`src/rtl/idx_alloc.sv`:
```
// idx_alloc: lowest-free-first index allocator with single release per cycle, occupancy and sticky error
module idx_alloc #(
  parameter int W = 32,
  localparam int IDX_W = $clog2(W),
  localparam int CNT_W = $clog2(W + 1)
) (
  input  logic             clk,
  input  logic             rst,
  input  logic             alloc_vld_i,
  output logic             alloc_rdy_o,
  output logic [IDX_W-1:0] alloc_idx_o,
  input  logic             free_vld_i,
  input  logic [IDX_W-1:0] free_idx_i,
  output logic [CNT_W-1:0] cnt_o,
  output logic             full_o,
  output logic             empty_o,
  output logic             err_o
);
  localparam int PW = 1 << IDX_W;
  logic [W-1:0]  busy;
  logic [PW-1:0] busy_pad;
  logic [CNT_W-1:0] cnt;
  logic err, alloc_fire, free_legal;
  logic [W-1:0] set_mask, clr_mask;
  always_comb begin
    alloc_idx_o = '0;
    for (int i = W - 1; i >= 0; i--) alloc_idx_o = !busy[i] ? IDX_W'(i) : alloc_idx_o;
  end
  // padding bits read as idle, so out-of-range indices fall out as illegal frees
  assign busy_pad    = PW'(busy);
  assign full_o      = cnt == CNT_W'(W);
  assign empty_o     = cnt == '0;
  assign alloc_rdy_o = !full_o;
  assign cnt_o       = cnt;
  assign err_o       = err;
  assign alloc_fire  = alloc_vld_i && alloc_rdy_o;
  assign free_legal  = free_vld_i && busy_pad[free_idx_i];
  assign set_mask    = alloc_fire ? W'(1) << alloc_idx_o : '0;
  assign clr_mask    = free_legal ? W'(1) << free_idx_i : '0;
  always_ff @(posedge clk) begin
    if (rst) begin
      busy <= '0;
      cnt  <= '0;
      err  <= 1'b0;
    end else begin
      busy <= (busy | set_mask) & ~clr_mask;
      cnt  <= cnt + CNT_W'(alloc_fire) - CNT_W'(free_legal);
      err  <= err | (free_vld_i && !free_legal);
    end
  end
endmodule

```
`config.mk`:
```
export PLATFORM = sky130hd
export DESIGN_NAME = idx_alloc
export DESIGN_NICKNAME = d
export VERILOG_FILES = /design/src/rtl/idx_alloc.sv
export SDC_FILE = /design/constraint.sdc
export NUM_CORES = 1
export LEC_CHECK = 0
export ABC_AREA = 1
export CORE_ASPECT_RATIO = 1.1
export CORE_MARGIN = 5
export CORE_UTILIZATION = 55
export DETAILED_ROUTE_END_ITERATION = 7
export HOLD_SLACK_MARGIN = 0.03
export PLACE_DENSITY = 0.76
export SLEW_MARGIN = 20
export SYNTH_ARGS = -nofsm -noshare
export SYNTH_HDL_FRONTEND = slang
export SYNTH_SLANG_ARGS = --single-unit
```
`constraint.sdc`:
```
create_clock -name clk -period 4.5 [get_ports clk]
set_input_delay 0.9 -clock clk [delete_from_list [all_inputs] [get_ports clk]]
set_output_delay 0.9 -clock clk [all_outputs]
set_load 0.02 [all_outputs]
```
==> reports/summary.txt <==
1st-iter DRT viols - 297
Tcrit/Tclk final - 90.8%
Rel. slew slack - 39.8%
Worst-path clk slew - 0.08 ns
Top-area cell type share of the netlist area - 29.4%
Final worst path period need - 4.09 ns
Hold wc startpoint - busy[31]
Sequential fraction of design power - 38.0%
Worst R2R Path Depth - 17
Data required, critical path - 3.60 ns
DRC Markers - 0
WS Path Type - flop to output port
Hold depth - 2
Max Freq - 245 MHz
Clock latency on the worst-skew pair - 0.30 ns
Cts bufs inserted - 5
Top_reg_cell synth - dfxtp_1
Hold Fails Final Rpt - 0
Die Ht - 82.9 µm
#FFs+latches synth - 39
Netlist cell types - 33
Vias in the first global route - 2,855
Largest stage delay on the critical path - 0.64 ns
P_int - 0.644 mW
Final Skew - 0.00957 ns
Syn Nets - 436
P per Cell Area - 344 mW/mm²
Final Setup Violations - 0
RSZ-0062 raised after global routing - false
DR vias - 3,014
Non-filler cells in the finished layout - 499
Crit path from - busy[30]
Lkg Pwr - 0.990 nW
Hold endpoint - busy[31]
Rows - 26
Cts hold-fix bufs - 0
PostCTS Resize Cnt - 0
Remaining Overflow, GRT - 0
IO Port Bufs - 23
# IOs - 24
Share of cells above drive strength 1 - 7.00%
Post-synth top area cell - dfxtp_1
Switching pwr - 0.406 mW
Post-synthesis sequential area ratio - 29.4%
DRT antenna net count - 0
Synth area leaders - dfxtp_1, nand2_1, inv_1
Worst path top cell family by delay - simple AND/OR/NAND/NOR gates
Wire per inst - 17.3 µm
Layout Nets - 461
Global placement routability congestion - 0.958
Worst VDD drop - 0.000395 V
Htree depth - 2
Setup TNS - 0 ns
FFs w/ async S/R, synth - 0%
First-pass GRT wire length - 13.9 mm
Syn Inst Count - 417
Clock Path Buffers - 2
Core ar. - 0.00465 mm²
Clock share of power - 22.6%
DP HPWL - 6.37 mm
Worst setup SP type - flop
Status - finished, final reports clean
Max-cap violations - 0
CTS sink cnt - 39
Synth-to-Final Area Change - 15.0%
FF-to-FF setup slack - 1.56 ns
Combinational fraction of design power - 39.5%
Via-to-Cell Ratio - 6.04
WP buf/inv - 1
Initial antenna violation count - 0
Initial Util - 57.1%
Pin count of the biggest net entering global routing - 37
Synthesized cell area - 0.00266 mm²
WP data arrival - 3.19 ns
Worst Tran Pin Value - 0.903 ns
CTS root buf - clkbuf_8
GRT Util Overall - 27.2%
CP max FO - 6
Antenna Cells - 0
Detailed Routing Iterations Pass 1 - 7
Avg Inst Size Synth - 6.37 µm²
Post-synth EDFFs - 0
Inst Count DP - 491
Crit path max-delay cell type - clkdlybuf4s50_1
Crit path top cell by count - nand2_1
Worst hold path type - flop to flop
Synth Warn # - 0
Worst R2R End - cnt_o[4]
Full die area - 0.00632 mm²
Die extent in x - 76.2 µm
Post-route cell area - 0.00305 mm²
Final Max Slew Viols - 0
Drt total wl - 8.61 mm
Critical Path End Type - output port
# fillers - 475
Cell Area, Placed - 0.00297 mm²
Post-CTS Setup Bufs - 0
CTS tree - yes
Final core utilization - 65.7%
Reg2reg start - busy[27]
Switching Fraction - 38.7%
-- through the flow --
step	hold slack (ns)	power, mW	setup slack (ns)
global placement	0.467	0.816	0.235
detailed placement	0.466	0.820	0.195
CTS	0.486	1.05	0.427
global route	0.516	1.13	0.0867
floorplan	0.451	0.668	0.727
finish	0.483	1.05	0.414
-- routing by layer --
metal  up-vias  routed length [µm]  share of wire, %  track usage [%]
met2       152                4110                48             44.7
met3        22                 686               8.0             5.52
met1      1385                3550                41             34.4
met4         0                 258               3.0             11.3
li1       1455                   -                 -                -
met5         -                   0                 0                0
-- synth_stat cells (2+ instances only) --
| cell | count |
|---|---|
| nand3_1 | 28 |
| nor3_1 | 22 |
| nor2_4 | 2 |
| clkinv_1 | 5 |
| a31oi_1 | 3 |
| o21ai_0 | 37 |
| ha_1 | 9 |
| o311ai_0 | 3 |
| nand2_1 | 75 |
| nor2_2 | 2 |
| o22ai_1 | 8 |
| o211ai_1 | 2 |
| a21oi_1 | 33 |
| dfxtp_1 | 39 |
| buf_2 | 4 |
| inv_1 | 53 |
| nand2_4 | 2 |
| nor2_1 | 48 |
| nor4_1 | 2 |
| o2bb2ai_1 | 2 |
| nand4_1 | 12 |
| clkbuf_1 | 12 |
| a21oi_2 | 4 |
-- tightest hold or removal path, cell delays in order, from the launching register on --
cell     delay [ns]
dfxtp_1        0.32
inv_2          0.06
a21oi_1        0.06
-- worst max path at each step --
stage | endpoint | depth (start not counted)
after floorplan | cnt_o[4] | 19
after global placement | cnt_o[4] | 18
after detailed placement | cnt_o[4] | 21
after CTS | alloc_idx_o[0] | 31
after global routing | cnt_o[5] | 22
final | alloc_idx_o[0] | 31
-- flip-flops by register name, indices dropped and copies added, names as in the netlist --
register,count
cnt_o,6
err_o,1
busy,32
-- cell families (layout without fill, tap and decap cells) --
family          count (synthesis)  after routing  share of synthesized area (%)
simple gates                  195            195                           33.2
buf+inv                        75            101                           10.8
compound gates                 98             98                           21.6
fa+ha+maj                      10             10                           5.00
flops                          39             39                           29.4
-- area by class of cell --
type	count	area, µm²	area share, %
well taps	56	70.1	2.29
clock buffers	7	76.3	2.50
clock inverters	1	5.00	0.164
inverters	59	221	7.25
flip-flops and latches	39	781	25.6
repair buffers	34	313	10.2
multi-input cells	303	1590	52.0
-- placed cells by master, fill, tap and decap left out, types with 2 or more instances in the layout --
cell,count
clkdlybuf4s50_1,23
nor2_2,2
ha_1,9
o311ai_0,3
nor2_1,48
o211ai_1,2
inv_1,53
a31oi_1,3
dfxtp_1,39
nor4_1,2
o22ai_1,8
a21oi_1,33
o2bb2ai_1,2
nor2_4,2
nand4_1,12
nand2_1,75
clkbuf_8,5
buf_4,11
nand2_4,2
nor3_1,22
o21ai_0,37
nand3_1,28
clkbuf_1,2
clkinv_1,5
a21oi_2,4
-- power groups by stage --
stage | sequential (mW) | clock [mW] | combinational (mW)
floorplan | 0.429 | 0 | 0.239
global placement | 0.407 | 0 | 0.408
detailed placement | 0.406 | 0 | 0.414
CTS | 0.399 | 0.239 | 0.416
global route | 0.403 | 0.257 | 0.469
finish | 0.399 | 0.237 | 0.414
Power figures use the tool's default switching activity.
